### config.mk
export PLATFORM = sky130hd
export DESIGN_NAME = fifo_uart_tx
export DESIGN_NICKNAME = d
export VERILOG_FILES = /design/src/rtl/fifo_uart_pkg.sv /design/src/rtl/bit_timer.sv /design/src/rtl/fifo_uart_tx.sv
export SDC_FILE = /design/constraint.sdc
export NUM_CORES = 1
export LEC_CHECK = 0
export CAP_MARGIN = 20
export CORE_MARGIN = 3
export CORE_UTILIZATION = 52
export DETAILED_ROUTE_END_ITERATION = 16
export HOLD_SLACK_MARGIN = 0.06
export PLACE_DENSITY = 0.77
export SETUP_SLACK_MARGIN = 0.2
export SYNTH_ARGS = -nofsm -noshare
export SYNTH_HDL_FRONTEND = slang
export SYNTH_SLANG_ARGS = --single-unit
### constraint.sdc
create_clock -name clk -period 1.7 [get_ports clk]
set_input_delay 0.51 -clock clk [delete_from_list [all_inputs] [get_ports clk]]
set_output_delay 0.51 -clock clk [all_outputs]
set_load 0.02 [all_outputs]
### src/rtl/fifo_uart_pkg.sv
// rtl/fifo_uart_pkg.sv - shared state encoding and line constants for fifo_uart_tx
//
// Purpose: state enum for the FIFO-draining serial transmitter and the idle
// level of the serial line.
package fifo_uart_pkg;

  typedef enum logic [2:0] {
    IDLE,
    FETCH,
    LOAD,
    START,
    DATA,
    STOP
  } state_t;

  // Level of the serial line when no frame is in flight (also the stop bit).
  localparam logic TX_IDLE = 1'b1;

endpackage

### src/rtl/bit_timer.sv
// rtl/bit_timer.sv - per-bit clock divider for the serial transmitter
//
// Purpose: counts CLKS_PER_BIT cycles per serial bit.
// Ports:
//   clk   in  system clock
//   rst   in  synchronous active-high reset
//   clear in  hold the counter at zero (between frames and at frame load)
//   tick  out high on the last cycle of each bit period
module bit_timer #(
  parameter int CLKS_PER_BIT = 4
) (
  input  logic clk,
  input  logic rst,
  input  logic clear,
  output logic tick
);

  localparam int CNT_W = (CLKS_PER_BIT > 1) ? $clog2(CLKS_PER_BIT) : 1;
  localparam logic [CNT_W-1:0] LAST = CNT_W'(CLKS_PER_BIT - 1);

  logic [CNT_W-1:0] cnt_q;
  logic [CNT_W-1:0] cnt_d;

  // With CLKS_PER_BIT=1 the counter sits at zero and tick is high every
  // cycle that clear is low.
  assign tick = !clear && (cnt_q == LAST);

  always_comb begin
    cnt_d = cnt_q;
    if (clear || tick) begin
      cnt_d = '0;
    end else begin
      cnt_d = cnt_q + CNT_W'(1);
    end
  end

  always_ff @(posedge clk) begin
    if (rst) begin
      cnt_q <= '0;
    end else begin
      cnt_q <= cnt_d;
    end
  end

endmodule

### src/rtl/fifo_uart_tx.sv
// rtl/fifo_uart_tx.sv - drains a sync FIFO onto an async serial line
//
// Purpose: pops one word at a time from a 1-cycle-latency FIFO and sends it
// as start bit, DATA_W data bits LSB first, stop bit.
// Ports:
//   clk         in  system clock
//   rst         in  synchronous active-high reset
//   fifo_empty  in  FIFO empty flag, sampled only in IDLE
//   fifo_data   in  FIFO read data, valid the cycle after fifo_rd_en
//   fifo_rd_en  out one-cycle pop pulse per word
//   tx          out serial line, idles high
//   busy        out high from fetch through the stop bit
//   byte_done   out one-cycle pulse in the first IDLE cycle after a frame
module fifo_uart_tx
  import fifo_uart_pkg::*;
#(
  parameter int DATA_W       = 8,
  parameter int CLKS_PER_BIT = 4
) (
  input  logic              clk,
  input  logic              rst,
  input  logic              fifo_empty,
  input  logic [DATA_W-1:0] fifo_data,
  output logic              fifo_rd_en,
  output logic              tx,
  output logic              busy,
  output logic              byte_done
);

  localparam int IDX_W = $clog2(DATA_W + 1);
  localparam logic [IDX_W-1:0] LAST_IDX = IDX_W'(DATA_W - 1);

  state_t            state_q;
  logic [DATA_W-1:0] shift_q;
  logic [DATA_W-1:0] shift_d;
  logic [IDX_W-1:0]  idx_q;
  logic              tx_q;
  logic              rd_en_q;
  logic              busy_q;
  logic              done_q;

  logic bit_clear;
  logic bit_tick;

  // Timer only runs while a bit is on the line; held cleared otherwise so
  // the start bit always gets a full period.
  assign bit_clear = (state_q == IDLE) || (state_q == FETCH) || (state_q == LOAD);

  bit_timer #(
    .CLKS_PER_BIT(CLKS_PER_BIT)
  ) u_bit_timer (
    .clk  (clk),
    .rst  (rst),
    .clear(bit_clear),
    .tick (bit_tick)
  );

  assign shift_d = shift_q >> 1;

  // Outputs are registered one cycle ahead of the state they belong to, so
  // each is loaded on the transition into that state.
  always_ff @(posedge clk) begin
    if (rst) begin
      state_q <= IDLE;
      shift_q <= '0;
      idx_q   <= '0;
      tx_q    <= TX_IDLE;
      rd_en_q <= 1'b0;
      busy_q  <= 1'b0;
      done_q  <= 1'b0;
    end else begin
      rd_en_q <= 1'b0;
      done_q  <= 1'b0;
      case (state_q)
        IDLE: begin
          if (!fifo_empty) begin
            state_q <= FETCH;
            rd_en_q <= 1'b1;
            busy_q  <= 1'b1;
          end
        end
        FETCH: begin
          state_q <= LOAD;
        end
        LOAD: begin
          shift_q <= fifo_data;
          idx_q   <= '0;
          tx_q    <= ~TX_IDLE;
          state_q <= START;
        end
        START: begin
          if (bit_tick) begin
            tx_q    <= shift_q[0];
            state_q <= DATA;
          end
        end
        DATA: begin
          if (bit_tick) begin
            shift_q <= shift_d;
            if (idx_q == LAST_IDX) begin
              idx_q   <= '0;
              tx_q    <= TX_IDLE;
              state_q <= STOP;
            end else begin
              idx_q <= idx_q + IDX_W'(1);
              tx_q  <= shift_d[0];
            end
          end
        end
        STOP: begin
          if (bit_tick) begin
            busy_q  <= 1'b0;
            done_q  <= 1'b1;
            state_q <= IDLE;
          end
        end
        default: begin
          tx_q    <= TX_IDLE;
          busy_q  <= 1'b0;
          state_q <= IDLE;
        end
      endcase
    end
  end

  assign fifo_rd_en = rd_en_q;
  assign tx         = tx_q;
  assign busy       = busy_q;
  assign byte_done  = done_q;

endmodule

## After elaboration in Yosys (flattened, before gate mapping)

Cells that the tools add are included.

| cells by class | value |
|---|---|
| add/subtract/negate cells | 2 |
| eq/ne operators | 12 |
| mux-type cells | 20 |
| bitwise operators | 4 |
| reduce and logical (&&, ||, !) cells | 16 |

Operator list:

| kind | count |
|---|---|
| one-hot mux 3 bit (6 select lines) | 1 |
| one-hot mux 8 bit (2 select lines) | 1 |
| 2-to-1 mux 3 bit | 5 |
| 2-to-1 mux 4 bit | 2 |
| 2-to-1 mux 8 bit | 1 |
| one-hot mux 4 bit (2 select lines) | 1 |
| 2-to-1 mux 1 bit | 7 |
| equality test 3 x 2 -> 1 bit (second input constant) | 2 |
| equality test 3 bit (second input constant) | 2 |
| != test 2 x 1 -> 1 bit (second input constant) | 3 |
| AND reduction 3 bit | 2 |
| OR reduction 2 bit | 3 |
| AND reduction 5 bit | 1 |
| adder 4 x 1 -> 4 bit (second input constant) | 1 |
| equality test 4 x 3 -> 1 bit (second input constant) | 1 |
| != test 2 bit (second input constant) | 2 |
| inverter 1 bit | 4 |
| one-hot mux 1 bit (4 select lines) | 1 |
| OR reduction 4 bit | 1 |
| equality test 3 x 1 -> 1 bit (second input constant) | 1 |
| logical NOT 3 bit | 1 |
| logical OR 1 bit | 3 |
| one-hot mux 1 bit (3 select lines) | 1 |
| OR reduction 3 bit | 1 |
| 6 further kinds | 6 |

| word-level totals | value |
|---|---|
| register bits after elaboration | 21 |
| output and inout port bits | 4 |

## Longest topological paths before layout

| logic depth | value |
|---|---|
| word-level depth | 7 |
| depth in mapped cells | 6 |

## By module

Synthesis repeated with hierarchy kept, for this count alone.

| unflattened totals | value |
|---|---|
| cell total of the unflattened synthesis | 116 |
| area total of the unflattened synthesis | 1121.1 um^2 |

By module, submodules not included:

| module | times used | cells an instance | area an instance (um^2) | sequential area each (um^2) |
|---|---|---|---|---|
| fifo_uart_tx | 1 | 110 | 1034.7 | 380.4 |
| bit_timer | 1 | 6 | 86.3 | 40.0 |

## Least setup slack after synthesis

Ideal clock, no wire load.

| timing path | value |
|---|---|
| path type | register to register |
| start | register u_bit_timer.cnt_q[0] |
| end | register idx_q[3] |
| setup time | 0.070 ns |
| arrival time | 1.442 ns |
| slack | 0.188 ns |
| cell stages (with the launch flop) | 6 |
| period minus slack after synthesis | 1.512 ns |
| cell sequence | dfxtp_1 -> ha_1 -> nand3b_4 -> a21o_1 -> or4_1 -> a21oi_1 |

| between the ends | value |
|---|---|
| longest elaborated chain between the ends | 4 |

RTL lines:

| item | line | source |
|---|---|---|
| from (decl) | bit_timer.sv:21 | `logic [CNT_W-1:0] cnt_q;` |
| from (signal assigned) | bit_timer.sv:41 | `cnt_q <= cnt_d;` |
| equality test 2 bit | bit_timer.sv:26 | `assign tick = !clear && (cnt_q == LAST);` |
| logical AND 1 bit | bit_timer.sv:26 |  |
| != test 2 x 1 -> 1 bit (no line) | -- |  |
| AND reduction 2 bit (no line) | -- |  |
| to (signal assigned) | fifo_uart_tx.sv:105 | `idx_q <= idx_q + IDX_W'(1);` |
| to (decl) | fifo_uart_tx.sv:36 | `logic [IDX_W-1:0] idx_q;` |

Every way passes these cells.
A chain may end at the register's enable or synchronous reset.

## Worst setup path in the final report

| timing path | value |
|---|---|
| start | register state_q[2] |
| end | register idx_q[3] |

| between the ends | value |
|---|---|
| longest elaborated chain between the ends | 7 |
| elaborated cells between the ends (all ways) | 12 |
| those cells by class | 4 x eq/ne; 1 x mux; 7 x reduce/logical |

RTL lines:

| item | line | source |
|---|---|---|
| from (decl) | fifo_uart_tx.sv:33 | `state_t state_q;` |
| from (signal assigned) | fifo_uart_tx.sv:64 | `state_q <= IDLE;` |
| from (signal assigned) | fifo_uart_tx.sv:77 | `state_q <= FETCH;` |
| from (signal assigned) | fifo_uart_tx.sv:83 | `state_q <= LOAD;` |
| equality test 3 x 1 -> 1 bit or logical NOT 3 bit (tied branches) | fifo_uart_tx.sv:47 | `assign bit_clear = (state_q == IDLE) \|\| (state_q == FETCH) \|\| (state_q == LOAD);` |
| logical OR 1 bit (2 in series) | fifo_uart_tx.sv:47 |  |
| logical NOT 1 bit | bit_timer.sv:26 |  |
| logical AND 1 bit | bit_timer.sv:26 |  |
| != test 2 x 1 -> 1 bit (no line) | -- |  |
| AND reduction 2 bit (no line) | -- |  |

Parallel ways exist; a longest one is shown, timed or not.

==> results.md <==
- The run finished with clean final reports.
- The share of total power dissipated in the clock network is approximately a fifth.
- Leaving out fill and tap cells, the most frequent cell in the layout is sky130_fd_sc_hd__nand2_1.
- The post-placement setup slack is about 0.06 ns.
- The worst-case headroom to the max-slew limit is 75.9%.
- For this run, design rule violations remaining after detail routing come to 0.
- For this block, the routed nets add up to 2320 um of wire.
- The first-pass iteration count of the detailed router is 4.
- The congestion estimate from routability-driven global placement came to 0.831.
- The largest fanout on the critical path is 4.
- Entering global routing, the biggest net connects 16 pins.
- The top flip-flop cell by instance count after synthesis is sky130_fd_sc_hd__dfxtp_1.
- The arrival time of data at the critical path endpoint is around 1.7 ns.
- The count of fill cells added during filler insertion is between 150 and 200.
- The area of the multi-input gates is around 580 um^2.
- Among all stages on the critical path, the largest delay is contributed by sky130_fd_sc_hd__or4_1.
- The clock reaches the later pin of the worst-skew pair after 0.30 ns.
- The Yosys step of the flow raised 0 warnings.
- The antenna diode count is 0.
- The total power draw is between 0.001 and 0.0015 W.
- The overall die height is roughly 50 um.
- The static power due to leakage is 0.521 nW.
- The internal power of the cells totals between 0.0007 and 0.0008 W.
- The via density per instance is around 5.7.
- During I/O placement, the number of pins put on the boundary was 15.
- CTS built an H-tree with a depth of 1.
- Summing all placed instances gives a cell area of 1260 um^2.
- Global routing finished with a remaining overflow of 0.
- The flop-to-flop setup slack is ~0.22 ns.
- Clock tree synthesis inserted a total of 3 buffers.
- In the final layout, the share of cells above drive strength 1 is a little over a fifth.
- By area the synthesized netlist is led by sky130_fd_sc_hd__dfxtp_1 41%, sky130_fd_sc_hd__nand2_1 6.5%, sky130_fd_sc_hd__nor2_1 5.1%, sky130_fd_sc_hd__a311oi_1 5.1%, sky130_fd_sc_hd__a21oi_1 4.8%.
- The number of different library cells used by synthesis comes to 38.
- The count of routing violations after the opening detailed-route iteration is 16.
- Combinational logic burns a little over a quarter of the power.
- Synthesis produced 126 cells.
- The floorplan step defined a die boundary enclosing between 2000 and 3000 um^2.
- The post-layout net count is around 160.
- The routed length per instance is ~13 um.
- Dividing the synthesized area by the synthesized cell count gives approximately 8 um^2.
- The maximum clock frequency is a little under 700 MHz.
- The longest individual stage delay on the worst path is 0.49 ns.
- The number of nets in the synthesized netlist is 139.
- The worst setup slack after layout is 0.216 ns.
- Grouping stages by cell kind, the critical path spends the most delay in simple AND/OR/NAND/NOR gates.
- The synthesized design contains 21 register bits.
- STA puts the critical path data required time at between 1.5 and 2 ns.
- Compared with the post-synthesis result, the final layout area differs by 27.0%.
- Once layout is done, the placed cells without fillers occupy 1310 um^2.
- The CTS tree is yes.
- The register cell area after layout is ~430 um^2.
- The site row count is 15.
- The number of antenna violations at the first check in global routing is 0.
- The nature of the critical path endpoint is a flop.
- On the final layout, the worst hold slack is 0.459 ns.
- The starting density of the core is a little under three fifths.
- The sequential cell fraction of total power is 51.7%.
- After synthesis, the largest area contributor takes up between 40% and 50% of total cell area.
- The number of global-route vias before repair came to ~900.
- The switching component of the power is about 0.00036 W.
- The worst hold path class is reg2reg.
- The setup violation total in the final timing report is 0.
- The share of the clock period used by the worst path after layout is between 80% and 90%.
- The region available for standard cell placement spans ~1800 um^2.
- Clock-pin slew was measured on the worst setup and hold paths at around 0.11 ns.
- At the pin with the least slew margin, the transition time is ~0.36 ns.
- Net switching is roughly 31% of the power.
- After synthesis, the share of flip-flops with an asynchronous set or reset is 0%.
- Power spread over the standard cell area amounts to a little under 900 nW/um^2.
- The worst path in the final design needs a cycle of approximately 1.5 ns, including I/O delays and setup.
- The final sum of negative setup slack is 0 ns.
- Yosys mapped a number of flops with a built-in enable equal to 0.
- The total count of max-transition violations in the final report is 0.
- Summing the sequential cell areas from Yosys gives around two fifths of the chip area.
- Setup repair after global routing could not meet its margin everywhere.
- The total via count after detailed routing is 991.
- The detail route stage leaves a number of antenna-violating nets equal to 0.
- The post-synth design cell area is between 1000 and 1500 um^2.
- The final number of hold-violating endpoints is 0.
- Across the run, the number of max-cap violations was 0.
- In this run the clock root is driven by a sky130_fd_sc_hd__clkbuf_4.
- Port buffering added 14 buffers.
- CTS saw 21 sinks.
- By startpoint and endpoint, the worst setup path is classified as reg2reg.
- In the layout the commonest cells are 18 x sky130_fd_sc_hd__nand2_1, 16 x sky130_fd_sc_hd__dfxtp_1, 15 x sky130_fd_sc_hd__buf_4.
- The overall routing resource usage is roughly a fifth.
- STA classifies the critical path startpoint as a flop.
- The critical path goes through buf_4 -> nand2b_4 -> a21o_1 -> or4_1 -> a21oi_1.
- The worst-case IR drop observed on VDD is 888 uV.
- Of all cell types, the one taking the most synthesized area is sky130_fd_sc_hd__dfxtp_1.
- The count of buffer and inverter cells on the critical path is 1.
- The horizontal die dimension is about 51 um.
- The sum of net half-perimeters after detailed placement is ~1700 um.
- The buffer levels on the longest clock path is 2.
- The first global-routing pass estimated approximately 3800 um of wire.
- The clock arrives with a little over 0.0004 ns of skew.
-- power by group through the flow --
stage,logic [W],clock network [W],registers [W]
after floorplan,0.000194,0,0.000599
after global placement,0.000300,0,0.000596
after detailed placement,0.000314,0,0.000601
after CTS,0.000310,0.000254,0.000591
after global routing,0.000344,0.000275,0.000601
final,0.000311,0.000243,0.000593
-- stage by stage --
stage / cells / util (%)
after floorplan: 126 / -
after global placement: 168 / 70.2
after detailed placement: 168 / 70.2
after CTS: 173 / 73.0
after global routing: 173 / 72.8
final: 173 / 72.8
-- per-layer routing --
metal | vias up | part of all wire (%) | global-route usage, %
met1 | 461 | 47 | 25.1
met3 | 8 | 4.1 | 3.56
li1 | 499 | - | -
met5 | - | 0 | 0
met4 | 0 | 3.0 | 13.9
met2 | 23 | 46 | 31.1
-- path summary, 6_finish.rpt --
path	start	endpoint	cells after the start
max	state_q[2]	idx_q[3]	5
min	u_bit_timer.cnt_q[0]	u_bit_timer.cnt_q[0]	1
max reg2reg	state_q[2]	idx_q[3]	5
min reg2reg	u_bit_timer.cnt_q[0]	u_bit_timer.cnt_q[0]	1
-- kinds of logic after synthesis --
family                     after synthesis  share of synthesized area [%]
and+or+nand+nor                         55                           28.9
DFF                                     21                           40.7
buffers and inverters                   12                           4.96
adders and majority gates                2                           2.42
AOI/OAI and AO/OA                       36                           23.0
-- flip-flops by register name, summed over array words and instances, names as in the netlist --
| signal | count |
|---|---|
| state_q | 3 |
| tx | 1 |
| u_bit_timer.cnt_q | 2 |
| idx_q | 4 |
| busy | 1 |
| shift_q | 8 |
| byte_done | 1 |
| fifo_rd_en | 1 |
-- cell usage after synthesis, types with 2 or more instances --
cell type                  instances
sky130_fd_sc_hd__buf_2             2
sky130_fd_sc_hd__a21oi_1          10
sky130_fd_sc_hd__nor2_1           14
sky130_fd_sc_hd__nor3b_1           2
sky130_fd_sc_hd__ha_1              2
sky130_fd_sc_hd__nand3_1           2
sky130_fd_sc_hd__o21ai_0           8
sky130_fd_sc_hd__nor4b_1           2
sky130_fd_sc_hd__a311oi_1          6
sky130_fd_sc_hd__a21o_1            2
sky130_fd_sc_hd__nand2_1          18
sky130_fd_sc_hd__a211oi_1          2
sky130_fd_sc_hd__clkbuf_1          7
sky130_fd_sc_hd__nand2b_1          3
sky130_fd_sc_hd__nor3_1            2
sky130_fd_sc_hd__dfxtp_1          21
sky130_fd_sc_hd__o21bai_1          2
-- layout make-up --
cell class	count	share of cell area [%]
multi-input combinational	93	44.0
sequential	21	32.7
timing repair buffer	29	18.6
tap	25	2.38
clock buffer	4	2.00
inverter	1	0.286
-- what timing repair did --
action | CTS | global route
pin swaps | 2 | 2
gates resized for setup | 12 | 8
buffers inserted | 1 | 0
setup endpoints to repair | 8 | 9
hold buffers | 0 | 0
hold endpoints to repair | 0 | 0
Power figures use the tool's default switching activity.
